File: config.mk
export PLATFORM = sky130hd
export DESIGN_NAME = fp16_argmax_flat
export DESIGN_NICKNAME = d
export VERILOG_FILES = /design/src/rtl/fp16_argmax_if.sv /design/src/rtl/fp16_argmax.sv /design/src/flat_wrapper.sv
export SDC_FILE = /design/constraint.sdc
export NUM_CORES = 1
export LEC_CHECK = 0
export CORE_MARGIN = 2
export CORE_UTILIZATION = 55
export DETAILED_ROUTE_END_ITERATION = 8
export GPL_TIMING_DRIVEN = 0
export PLACE_DENSITY = 0.92
export SLEW_MARGIN = 0
export SYNTH_ARGS = -nofsm -noshare
export SYNTH_HDL_FRONTEND = slang
export SYNTH_SLANG_ARGS = --single-unit
File: constraint.sdc
create_clock -name clk -period 12 [get_ports clk]
set_clock_uncertainty 0.05 [all_clocks]
set_input_delay 1.2 -clock clk [delete_from_list [all_inputs] [get_ports clk]]
set_output_delay 1.2 -clock clk [all_outputs]
set_load 0.1 [all_outputs]
File: src/rtl/fp16_argmax_if.sv
// Stream-in / result-out bundle for fp16_argmax; runner-up fields exist only
// when ARGMAX_RUNNERUP_EN is defined.
interface fp16_argmax_if #(
   parameter int NUM_CLASSES = 10,
   parameter int WIDTH       = 16,
   parameter int IDX_W       = $clog2(NUM_CLASSES)
);
   logic             in_valid;
   logic             in_ready;
   logic [WIDTH-1:0] in_score;
   logic             in_last;
   logic             out_valid;
   logic             out_ready;
   logic [IDX_W-1:0] out_class;
   logic [WIDTH-1:0] out_score;
   logic [IDX_W:0]   out_count;
   logic             out_nan;
`ifdef ARGMAX_RUNNERUP_EN
   logic [IDX_W-1:0] out_class2;
   logic [WIDTH-1:0] out_score2;
`endif

   modport master (
      output in_valid, in_score, in_last, out_ready,
`ifdef ARGMAX_RUNNERUP_EN
      input  out_class2, out_score2,
`endif
      input  in_ready, out_valid, out_class, out_score, out_count, out_nan
   );

   modport slave (
      input  in_valid, in_score, in_last, out_ready,
`ifdef ARGMAX_RUNNERUP_EN
      output out_class2, out_score2,
`endif
      output in_ready, out_valid, out_class, out_score, out_count, out_nan
   );
endinterface

File: src/rtl/fp16_argmax.sv
// Streaming FP16 argmax over NUM_CLASSES scores with a valid/ready result.
// Define ARGMAX_RUNNERUP_EN to also track the second-best score and class.
module fp16_argmax #(
   parameter int NUM_CLASSES = 10,
   parameter int WIDTH       = 16,
   parameter int IDX_W       = $clog2(NUM_CLASSES)
) (
   input logic          clk,
   input logic          rst_n,
   input logic          clear,
   fp16_argmax_if.slave bus
);
   localparam logic [IDX_W:0] FULL_COUNT = (IDX_W+1)'(NUM_CLASSES);
   localparam logic [IDX_W:0] ONE        = (IDX_W+1)'(1);

   typedef enum logic [1:0] {IDLE, COLLECT, RESULT} state_t;

   state_t           state;
   state_t           state_next;
   logic [WIDTH-1:0] best_score;
   logic [IDX_W-1:0] best_class;
   logic [IDX_W:0]   count;
   logic [IDX_W:0]   count_inc;
   logic [IDX_W-1:0] new_class;
   logic             xfer;
   logic             done;
   logic             take_result;
   logic             new_best;

   function automatic logic is_nan(input logic [WIDTH-1:0] v);
      return (v[14:10] == 5'h1F) && (v[9:0] != 10'h000);
   endfunction

   // Signed magnitude key: both zeros map to 0, infinities sit at the ends.
   function automatic logic signed [WIDTH:0] order_key(input logic [WIDTH-1:0] v);
      logic signed [WIDTH:0] mag;
      mag = {2'b00, v[WIDTH-2:0]};
      return v[WIDTH-1] ? -mag : mag;
   endfunction

   function automatic logic beats(input logic [WIDTH-1:0] a, input logic [WIDTH-1:0] b);
      if (is_nan(a)) return 1'b0;
      if (is_nan(b)) return 1'b1;
      return order_key(a) > order_key(b);
   endfunction

   assign xfer        = bus.in_valid && bus.in_ready;
   assign count_inc   = count + ONE;
   assign new_class   = count[IDX_W-1:0];
   assign done        = bus.in_last || (count_inc == FULL_COUNT);
   assign take_result = (state == RESULT) && bus.out_ready;
   assign new_best    = (state == IDLE) || beats(bus.in_score, best_score);

   assign bus.in_ready  = (state != RESULT);
   assign bus.out_valid = (state == RESULT);
   assign bus.out_class = best_class;
   assign bus.out_score = best_score;
   assign bus.out_count = count;
   assign bus.out_nan   = (state == RESULT) && is_nan(best_score);

   always_ff @(posedge clk or negedge rst_n) begin
      if (!rst_n) state <= IDLE;
      else        state <= state_next;
   end

   always_comb begin
      state_next = state;
      case (state)
         IDLE, COLLECT: if (xfer) state_next = done ? RESULT : COLLECT;
         RESULT:        if (bus.out_ready) state_next = IDLE;
         default:       state_next = IDLE;
      endcase
      if (clear) state_next = IDLE;
   end

   // The first score of a query always becomes the candidate.
   always_ff @(posedge clk or negedge rst_n) begin
      if (!rst_n) begin
         count      <= '0;
         best_score <= '0;
         best_class <= '0;
      end else if (clear) begin
         count <= '0;
      end else if (xfer) begin
         count <= count_inc;
         if (new_best) begin
            best_score <= bus.in_score;
            best_class <= new_class;
         end
      end else if (take_result) begin
         count <= '0;
      end
   end

`ifdef ARGMAX_RUNNERUP_EN
   localparam logic [WIDTH-1:0] NEG_INF = WIDTH'(16'hFC00);

   logic [WIDTH-1:0] second_score;
   logic [IDX_W-1:0] second_class;

   // A displaced maximum becomes the runner-up; otherwise only a strict win replaces it.
   always_ff @(posedge clk or negedge rst_n) begin
      if (!rst_n) begin
         second_score <= NEG_INF;
         second_class <= '0;
      end else if (clear) begin
         second_score <= NEG_INF;
         second_class <= '0;
      end else if (xfer) begin
         if (state == IDLE) begin
            second_score <= NEG_INF;
            second_class <= '0;
         end else if (new_best) begin
            second_score <= best_score;
            second_class <= best_class;
         end else if (beats(bus.in_score, second_score)) begin
            second_score <= bus.in_score;
            second_class <= new_class;
         end
      end
   end

   assign bus.out_class2 = second_class;
   assign bus.out_score2 = second_score;
`endif
endmodule

File: src/flat_wrapper.sv
// flat-port wrapper written by rule: the top's interface ports become plain ports
module fp16_argmax_flat 
#(
   parameter int NUM_CLASSES = 10,
   parameter int WIDTH       = 16,
   parameter int IDX_W       = $clog2(NUM_CLASSES)
)
  (clk, rst_n, clear, bus_in_valid, bus_in_score, bus_in_last, bus_out_ready, bus_in_ready, bus_out_valid, bus_out_class, bus_out_score, bus_out_count, bus_out_nan);
  fp16_argmax_if #(.NUM_CLASSES(NUM_CLASSES), .WIDTH(WIDTH), .IDX_W(IDX_W)) bus_i ();
  input logic clk;
  input logic rst_n;
  input logic clear;
  input wire logic [$bits(bus_i.in_valid)-1:0] bus_in_valid;
  input wire logic [$bits(bus_i.in_score)-1:0] bus_in_score;
  input wire logic [$bits(bus_i.in_last)-1:0] bus_in_last;
  input wire logic [$bits(bus_i.out_ready)-1:0] bus_out_ready;
  output wire logic [$bits(bus_i.in_ready)-1:0] bus_in_ready;
  output wire logic [$bits(bus_i.out_valid)-1:0] bus_out_valid;
  output wire logic [$bits(bus_i.out_class)-1:0] bus_out_class;
  output wire logic [$bits(bus_i.out_score)-1:0] bus_out_score;
  output wire logic [$bits(bus_i.out_count)-1:0] bus_out_count;
  output wire logic [$bits(bus_i.out_nan)-1:0] bus_out_nan;
  assign bus_i.in_valid = bus_in_valid;
  assign bus_i.in_score = bus_in_score;
  assign bus_i.in_last = bus_in_last;
  assign bus_i.out_ready = bus_out_ready;
  assign bus_in_ready = bus_i.in_ready;
  assign bus_out_valid = bus_i.out_valid;
  assign bus_out_class = bus_i.out_class;
  assign bus_out_score = bus_i.out_score;
  assign bus_out_count = bus_i.out_count;
  assign bus_out_nan = bus_i.out_nan;
  fp16_argmax #(.NUM_CLASSES(NUM_CLASSES), .WIDTH(WIDTH), .IDX_W(IDX_W)) u_core (.clk(clk), .rst_n(rst_n), .clear(clear), .bus(bus_i));
endmodule
==> impl_metrics.json <==
{
  "gp_congestion": 0.9355,
  "min_to": "u_core.bus.out_class[3]",
  "cts_sinks": 27,
  "drv_slew": 0,
  "rows": 23,
  "antenna_cells_inserted": 0,
  "clock_latency_ns": 0.29,
  "hold_viol_final": 0,
  "rr_startpoint": "u_core.bus.out_score[0]",
  "powerDensity_nw_per_um2": 208.3,
  "grt_pass1_wl_um": 8749,
  "dr_total_vias": 1967,
  "cts_buffers": 3,
  "fin_ws_ns": 6.790,
  "ant_nets": 0,
  "start_kind": "primary input",
  "portBuffers": 49,
  "avgViaCountPerCell": 5.925,
  "use_met1_pct": 33.88,
  "status": "complete, no violations",
  "postPlaceCellArea_um2": 2824,
  "max-cap-violations": 0,
  "vdd_drop_max_v": 0.0001240,
  "dieArea_um2": 4659,
  "dp_cells": 328,
  "ys_seq_area_share_pct": 29.75,
  "grt_pass1_vias": 1847,
  "synth_area_leaders": "dfrtp_1 30%, mux2_4 12%, ha_1 12%",
  "yosysWarnings": 0,
  "die_h_um": 68.26,
  "post-cts-setup-buffers": 0,
  "crit_path_top_delay_cell": "or4_4",
  "critPathMaxStageDelay_ns": 0.58,
  "syn_area_um2": 2271,
  "wl_per_cell_um": 16.34,
  "cp_cell_sequence": "clkdlybuf4s50_1 -> or4_4 -> or4_1 -> o31ai_1 -> nand2_1 -> xor2_1 -> ha_1 -> and4_1 -> nand3_1 -> o21ai_1 -> a211o_1 -> a41oi_2 -> buf_6 -> mux2_4",
  "power_uw": 598.4,
  "cts_root_buf": "clkbuf_8",
  "drt-initial-drc-count": 140,
  "synth_edf_count": 0,
  "criticalPathCategory": "in2reg",
  "worst_pin_slew_ns": 1.261,
  "max_freq_mhz": 192.0,
  "synth-async-reset-ratio_pct": 100.0,
  "grt_max_degree": 28,
  "cts_hold_buf": 0,
  "end_kind": "flop",
  "setup_tns_ns": 0,
  "drive_gt1_share_pct": 11.70,
  "grt_use_met2_pct": 41.38,
  "rsz0062_at_grt": "no",
  "worstPathMaxFanout": 10,
  "hp-start": "u_core.bus.out_class[3]",
  "rrSetupSlack_ns": 7.55,
  "ys_ff_latch": 27,
  "p_leak_nw": 1.203,
  "stdcell_area_um2": 2873,
  "critPathLaunch": "bus_in_score[7]",
  "grt_use_met3_pct": 2.138,
  "io_pins": 50,
  "drc": 0,
  "cts_resized": 0,
  "dp_slack_ns": 6.496,
  "fin_nets": 326,
  "hp-class": "reg2reg",
  "setup_violations": 0,
  "fillers": 281,
  "yosys_most_used_dff": "dfrtp_1",
  "layout_min_cycle_time_ns": 5.210,
  "cts_tree": "yes",
  "clockBufferDepth": 2,
  "start_util_pct": 56.77,
  "cts_max_level": 1,
  "grt_usage_pct": 24.72,
  "maxSlewHeadroom_pct": 15.67,
  "antenna_found_initial": 0,
  "place_hpwl_um": 4139,
  "area_delta_synth_final_pct": 26.50,
  "worstRegToRegCells": 15,
  "yosysTopAreaCell": "dfrtp_1",
  "timing.hold.ws_ns": 0.4858,
  "instances_no_fill": 332,
  "clk_pin_slew_ns": 0.11,
  "syn-num-nets": 272,
  "drtPass1Iterations": 4,
  "syn_inst": 229,
  "min_period_over_period_pct": 43.41,
  "die_x_um": 68.26,
  "core_area_um2": 4000,
  "final_util_pct": 71.82,
  "cp.arrival_ns": 5.34,
  "r2r_end": "u_core.bus.out_score[12]",
  "overflow": 0,
  "avgSynthCellArea_um2": 9.917,
  "synth_cell_types": 44,
  "routed_wl_um": 5425,
  "busiest_layer": "met2",
  "whs_path_depth": 1,
  "required_ns": 12.13,
  "synth_top_area_share_pct": 29.75
}
## power breakdown
| group | switching [mW] | total (mW) | internal (mW) |
|---|---|---|---|
| combinational | 0.264 | 0.397 | 0.133 |
| sequential | 0.0327 | 0.144 | 0.111 |
| clock | 0.0337 | 0.0574 | 0.0237 |
| total | 0.330 | 0.598 | 0.268 |
## per-layer routing
| metal | vias up | routed length [um] |
|---|---|---|
| met2 | 59 | 2749 |
| met1 | 949 | 2362 |
| met3 | 5 | 269 |
| li1 | 954 | - |
| met4 | 0 | 44 |
| met5 | - | 0 |
## how the worst max path moves through the flow
stage                               end  slack (ns)
5_1_grt         u_core.bus.out_score[9]        6.62
3_5_place_dp   u_core.bus.out_score[12]        6.50
2_1_floorplan  u_core.bus.out_score[11]        7.35
4_1_cts        u_core.bus.out_score[12]        6.80
3_3_place_gp   u_core.bus.out_score[13]        6.56
6_report       u_core.bus.out_score[12]        6.79
## area by class of cell
type | count | area (um2) | share of cell area (%)
repair buffers | 49 | 490.5 | 17.07
well taps | 50 | 62.56 | 2.178
clock buffers | 3 | 41.29 | 1.437
multi-input cells | 187 | 1524 | 53.05
flip-flops and latches | 27 | 675.6 | 23.52
inverters | 8 | 30.03 | 1.045
clock inverters | 1 | 7.507 | 0.2613
plain buffers | 7 | 41.29 | 1.437
## cells in the final DEF, fill, tap and decap left out, types with 4 or more instances in the layout
| cell | instances |
|---|---|
| a211oi_1 | 4 |
| a21oi_1 | 5 |
| clkbuf_1 | 5 |
| clkdlybuf4s50_1 | 49 |
| dfrtp_1 | 27 |
| ha_1 | 21 |
| inv_1 | 7 |
| mux2_4 | 18 |
| mux2i_1 | 5 |
| nand2_1 | 19 |
| nand2b_1 | 4 |
| nand3_1 | 6 |
| nor2_1 | 7 |
| nor3_1 | 6 |
| o21ai_0 | 17 |
| o21ai_1 | 5 |
| o31ai_1 | 7 |
| or3_1 | 4 |
| xnor2_1 | 13 |
| xor2_1 | 15 |
## synthesized netlist by cell type (3+ instances only)
library cell and instances:
mux2_4 18, a211oi_1 4, xor2_1 15, a21oi_1 5
clkbuf_1 5, ha_1 21, nor2_1 7, o21ai_1 5
o31ai_1 7, inv_1 7, o41ai_1 3, mux2i_1 5
nor3_1 6, or3_1 4, nand2b_1 4, dfrtp_1 27
nand2_1 19, or4_1 3, xnor2_1 13, nand4_1 3
o21ai_0 17, nand3_1 6
## worst max-delay path, delay by kind of cell
kind	cells	cell delay, ns
simple gates	5	1.54
compound gates	4	1.10
buf+inv	2	0.68
fa+ha+maj	1	0.34
mux	1	0.32
xor+xnor	1	0.17
## flip-flops by register name, summed over array words and instances (netlist names)
name / count
u_core.state: 2
u_core.bus.out_class: 4
u_core.bus.out_count: 5
u_core.bus.out_score: 16
## cells by family (layout without fill, tap and decap cells)
logic type               after synthesis  count (layout)  synth area share, %
AO/OA/AOI/OAI                         51              51                15.43
XOR/XNOR                              28              28                10.80
adder cells (fa/ha/maj)               21              21                11.57
buffers and inverters                 15              68                3.141
flip-flops                            27              27                29.75
multiplexers                          23              23                14.10
AND/OR/NAND/NOR                       64              64                15.21
No activity file was read; power rests on OpenSTA's default activity.
